$ cat src/rtl/cmp_seq_pkg.sv
// Shared definitions for the iterative comparator: FSM states, relation codes,
// chunk-count helpers and the relation decode.
package cmp_seq_pkg;

    typedef enum logic {
        IDLE = 1'b0,
        SCAN = 1'b1
    } state_t;

    localparam logic [2:0] CMP_GT = 3'd0;
    localparam logic [2:0] CMP_GE = 3'd1;
    localparam logic [2:0] CMP_LT = 3'd2;
    localparam logic [2:0] CMP_LE = 3'd3;
    localparam logic [2:0] CMP_EQ = 3'd4;
    localparam logic [2:0] CMP_NE = 3'd5;

    function automatic int nchunk(input int size, input int chunk);
        return (size + chunk - 1) / chunk;
    endfunction

    function automatic int idx_width(input int n);
        return (n > 1) ? $clog2(n) : 1;
    endfunction

    // Codes 6 and 7 are reserved and always evaluate false.
    function automatic logic mode_result(input logic [2:0] mode, input logic gt,
                                         input logic eq, input logic lt);
        case (mode)
            CMP_GT:  return gt;
            CMP_GE:  return gt | eq;
            CMP_LT:  return lt;
            CMP_LE:  return lt | eq;
            CMP_EQ:  return eq;
            CMP_NE:  return ~eq;
            default: return 1'b0;
        endcase
    endfunction

endpackage

$ cat src/rtl/cmp_seq_cmp.sv
// Combinational unsigned greater-than unit, used by cmp_seq once per chunk.
module cmp #(
    parameter int SIZE_ = 8
) (
    input  logic [SIZE_-1:0] a_,
    input  logic [SIZE_-1:0] b_,
    output logic             gt_
);

    assign gt_ = (a_ > b_);

endmodule

$ cat src/rtl/cmp_seq.sv
// Iterative magnitude comparator: scans CHUNK_ bits per cycle from the MSB end
// and resolves on the first differing chunk, with a start/busy/done handshake.
module cmp_seq
    import cmp_seq_pkg::*;
#(
    parameter int SIZE_   = 8,
    parameter int CHUNK_  = 2,
    parameter int SIGNED_ = 0
) (
    input  logic             clk_,
    input  logic             rst_,
    input  logic             start_,
    input  logic [SIZE_-1:0] a_,
    input  logic [SIZE_-1:0] b_,
    input  logic [2:0]       mode_,
    output logic             busy_,
    output logic             done_,
    output logic             result_,
    output logic             gt_,
    output logic             eq_,
    output logic             lt_
);

    localparam int NCHUNK = nchunk(SIZE_, CHUNK_);
    localparam int PW     = NCHUNK * CHUNK_;
    localparam int IW     = idx_width(NCHUNK);
    localparam logic [IW-1:0]    LAST  = IW'(NCHUNK - 1);
    localparam logic [SIZE_-1:0] SFLIP = (SIGNED_ != 0) ? (SIZE_'(1) << (SIZE_ - 1)) : '0;

    state_t          state;
    logic [IW-1:0]   idx;
    logic [PW-1:0]   ra;
    logic [PW-1:0]   rb;
    logic [2:0]      rmode;
    logic [CHUNK_-1:0] ca;
    logic [CHUNK_-1:0] cb;
    logic            cgt;
    logic            ceq;
    logic            clt;

    // Operands shift up one chunk per step, so the chunk under test is always
    // the top one; idx only counts steps to detect the last chunk.
    assign ca = ra[PW-1 -: CHUNK_];
    assign cb = rb[PW-1 -: CHUNK_];

    cmp #(.SIZE_(CHUNK_)) u_chunk_gt (
        .a_ (ca),
        .b_ (cb),
        .gt_(cgt)
    );

    assign ceq = (ca == cb);
    assign clt = ~ceq & ~cgt;

    always_ff @(posedge clk_ or posedge rst_) begin
        if (rst_) begin
            state   <= IDLE;
            idx     <= '0;
            ra      <= '0;
            rb      <= '0;
            rmode   <= '0;
            busy_   <= 1'b0;
            done_   <= 1'b0;
            result_ <= 1'b0;
            gt_     <= 1'b0;
            eq_     <= 1'b0;
            lt_     <= 1'b0;
        end else begin
            done_ <= 1'b0;
            case (state)
                IDLE: begin
                    if (start_) begin
                        ra    <= PW'(a_ ^ SFLIP);
                        rb    <= PW'(b_ ^ SFLIP);
                        rmode <= mode_;
                        idx   <= '0;
                        busy_ <= 1'b1;
                        state <= SCAN;
                    end
                end
                SCAN: begin
                    if (!ceq || idx == LAST) begin
                        gt_     <= cgt;
                        eq_     <= ceq;
                        lt_     <= clt;
                        result_ <= mode_result(rmode, cgt, ceq, clt);
                        done_   <= 1'b1;
                        busy_   <= 1'b0;
                        state   <= IDLE;
                    end else begin
                        idx <= idx + 1'b1;
                        ra  <= ra << CHUNK_;
                        rb  <= rb << CHUNK_;
                    end
                end
                default: state <= IDLE;
            endcase
        end
    end

endmodule

$ cat config.mk
export PLATFORM = sky130hd
export DESIGN_NAME = cmp_seq
export DESIGN_NICKNAME = d
export VERILOG_FILES = /design/src/rtl/cmp_seq_pkg.sv /design/src/rtl/cmp_seq_cmp.sv /design/src/rtl/cmp_seq.sv
export SDC_FILE = /design/constraint.sdc
export NUM_CORES = 1
export LEC_CHECK = 0
export ABC_AREA = 1
export BUFFER_PORTS_ARGS = -buffer_cell sky130_fd_sc_hd__buf_2
export CORE_UTILIZATION = 45
export DETAILED_ROUTE_END_ITERATION = 10
export GPL_TIMING_DRIVEN = 0
export PLACE_DENSITY = 0.68
export SKIP_CTS_REPAIR_TIMING = 1
export SLEW_MARGIN = 20
export SYNTH_ARGS = -nofsm -noshare
export SYNTH_HDL_FRONTEND = slang
export SYNTH_SLANG_ARGS = --single-unit
$ cat constraint.sdc
create_clock -name clk_ -period 1.8 [get_ports clk_]
set_input_delay 0.27 -clock clk_ [delete_from_list [all_inputs] [get_ports clk_]]
set_output_delay 0.27 -clock clk_ [all_outputs]
set_load 0.05 [all_outputs]
==> impl_results.md <==
* Final number of hold-violating endpoints at 28
* Seq/Total Area, Yosys at 51.2%
* Async SR Flop Fraction at 100%
* Die X at 57.2 um
* DRT iter0 DRCs at 31
* Pwr per Cell Area at 2010 mW/mm2
* GRT Total Usage at 17.8%
* CP max stage delay at 430 ps
* EDFF count, synth at 0
* Post-route ant nets at 0
* Post-Route Skew at 7.05 ps
* Maximum vdd drop at 0.716 mV
* Final period utilization at 91.4%
* Synth top area cells: dfrtp_1 51%, nand2_1 8.8%, o21ai_2 7.0%
* Synth Warn # at 0
* Row cnt at 19
* CTS max path bufs at 2
* Top_reg_cell synth: dfrtp_1
* Max-slew headroom at 62.6%
* IO Port Bufs at 27
* Top cell type's share of synthesized area at 51.2%
* Crit path time final at 1640 ps
* Max-cap violation count at 0
* Crit path max fanout at 10
* Worst r2r src: ra[7]$_DFFE_PP0P_
* Largest net degree at the start of global routing at 29
* Flops & latches, synth at 28
* Setup Crit Path Kind: register to register
* FF-to-FF setup slack at 160 ps
* Initial Util at 48.4%
* Crit path arrival time at 1880 ps
* CTS sink count at 28
* Crit-path cells: ha_1 -> nand2_2 -> nor2_4 -> nand2_2 -> nand2_4 -> inv_4 -> buf_6 -> nand2_1 -> o21ai_2
* Initial antenna violation count at 0
* Outcome: finished with violations
* Commonest cells in the netlist: 32 x nand2_1, 28 x dfrtp_1, 14 x o21ai_0, 11 x o21ai_2
* CP max stage cell: dfrtp_1
* Number of global-route vias before repair at 1010
* Mapped Avg Cell Area at 9.38 um2
* Skew-Pair Late Insertion Delay at 330 ps
* Grt ovf at 0
* Worst setup EP type: register
* Syn-to-layout area delta at 15.4%
* Clock tree from TritonCTS: yes
* Via count at 1049
* I/O pin total at 28
* Slew @ Worst Pin at 560 ps
* Cell taking the most area after synthesis: dfrtp_1
* Fillcell total at 268
* Global-route wire length before repair at 4500 um
* Die ar. at 0.00327 mm2
* Pre-Repair DR Iteration Count at 7
* Synth Instances at 146
* Setup TNS at 0 ps
* Post-DP HPWL at 1830 um
* Synth cell types at 20
* Failing checks: design-rule violations, negative hold slack
* TritonCTS Buffers at 3
* Vias per Instance at 5.04
* Clock slew seen by the registers of the worst setup and hold paths at 150 ps
* Pleak at 0.815 nW
* RSZ-0062 raised after global routing: no
* Filler-free cell count of the finished design at 208
* Critical Path Source Type: register
* Die height at 57.2 um
* H-tree depth at 1
* HP Class: input port to async pin
* # diodes at 0
* Post-synth net total at 171
* Max-slew violation count at 0
* Critical Path RT at 2030 ps
* Number of buffers and inverters on the critical path at 2
* WL per Instance at 11.8 um
* Mapped Area at 0.00137 mm2
* Root Driver: clkbuf_4
* Placer Congestion at 0.840
* Final wirelength at 2460 um
* CP dominant cell by count: nand2_2
* Core area at 0.00283 mm2
* Count leader, synth: nand2_1
* Count of final setup violators at 0
* Hold_ws at -39.6 ps
* Top delay family on crit path: simple AND/OR/NAND/NOR gates
* Nets@finish at 203
* Worst R2R End: rb[3]$_DFFE_PP0P_
* Placed instance count at 204
* Peak Freq at 608 MHz
* Cell count of the worst reg-to-reg path at 9
* DRC Markers at 5
* Layout cell share with drive strength beyond 1 at 37.3%
[how the worst max path moves through the flow]
stage / slack [ps] / cells past startpoint / from / endpoint
6_report: 160 / 9 / ra[7]$_DFFE_PP0P_ / rb[3]$_DFFE_PP0P_
5_1_grt: 40 / 9 / ra[7]$_DFFE_PP0P_ / rb[5]$_DFFE_PP0P_
4_1_cts: 160 / 9 / ra[7]$_DFFE_PP0P_ / rb[2]$_DFFE_PP0P_
3_5_place_dp: 190 / 9 / ra[7]$_DFFE_PP0P_ / rb[2]$_DFFE_PP0P_
3_3_place_gp: 210 / 9 / ra[7]$_DFFE_PP0P_ / rb[3]$_DFFE_PP0P_
2_1_floorplan: 340 / 9 / ra[7]$_DFFE_PP0P_ / rb[2]$_DFFE_PP0P_
[where the power goes]
group / switching, W / total [W] / internal [W]
Combinational: 0.00114 / 0.00180 / 0.000658
Clock: 0.000188 / 0.000312 / 0.000124
Sequential: 0.000136 / 0.00107 / 0.000931
[stage by stage]
stage	cell area [um2]	total power [W]	hold slack (ps)	setup slack (ps)	util (%)
final	1580	0.00318	-39.6	155	55.8
after global routing	1580	0.00349	10.7	38.2	55.8
after CTS	1580	0.00320	163	161	55.8
after floorplan	1370	0.00253	335	340	-
after global placement	1540	0.00284	448	209	54.5
after detailed placement	1540	0.00290	456	190	54.5
[layout by cell type (no fill, tap or decap), drive strengths merged]
master and instances:
a21oi 6, buf 32, clkbuf 4, dfrtp 28, ha 3, inv 12
nand2 37, nand3 9, nor2 6, o211ai 2, o21a 1, o21ai 25
or2 12
[cells by family after synthesis]
| kind of cell | Yosys count | synth area share [%] |
|---|---|---|
| simple gates | 64 | 22.8 |
| flops | 28 | 51.2 |
| buf+inv | 17 | 7.31 |
| compound gates | 34 | 16.0 |
| fa+ha+maj | 3 | 2.74 |
[registers in the layout, indices dropped and copies added, names as in the netlist, 2 cells and up]
signal,cells
idx,2
ra,8
rmode,3
rb,8
[area by class of cell]
class,count,area [um2],area share [%]
multi-input cells,101,568,36.0
plain buffers,5,50.0,3.17
well taps,31,38.8,2.46
inverters,12,50.0,3.17
clock buffers,4,36.3,2.30
repair buffers,27,135,8.56
flip-flops and latches,28,701,44.4
[metal layers]
| layer | global-route usage (%) | vias to the layer above | wire [um] | part of all wire, % |
|---|---|---|---|---|
| li1 | - | 536 | - | - |
| met1 | 23.9 | 486 | 1190 | 48 |
| met2 | 30.4 | 22 | 1150 | 47 |
| met3 | 2.27 | 5 | 89 | 3.6 |
| met4 | 5.23 | 0 | 36 | 1.5 |
| met5 | 0 | - | 0 | 0 |
Note: power is estimated with default switching activity, not from simulation.
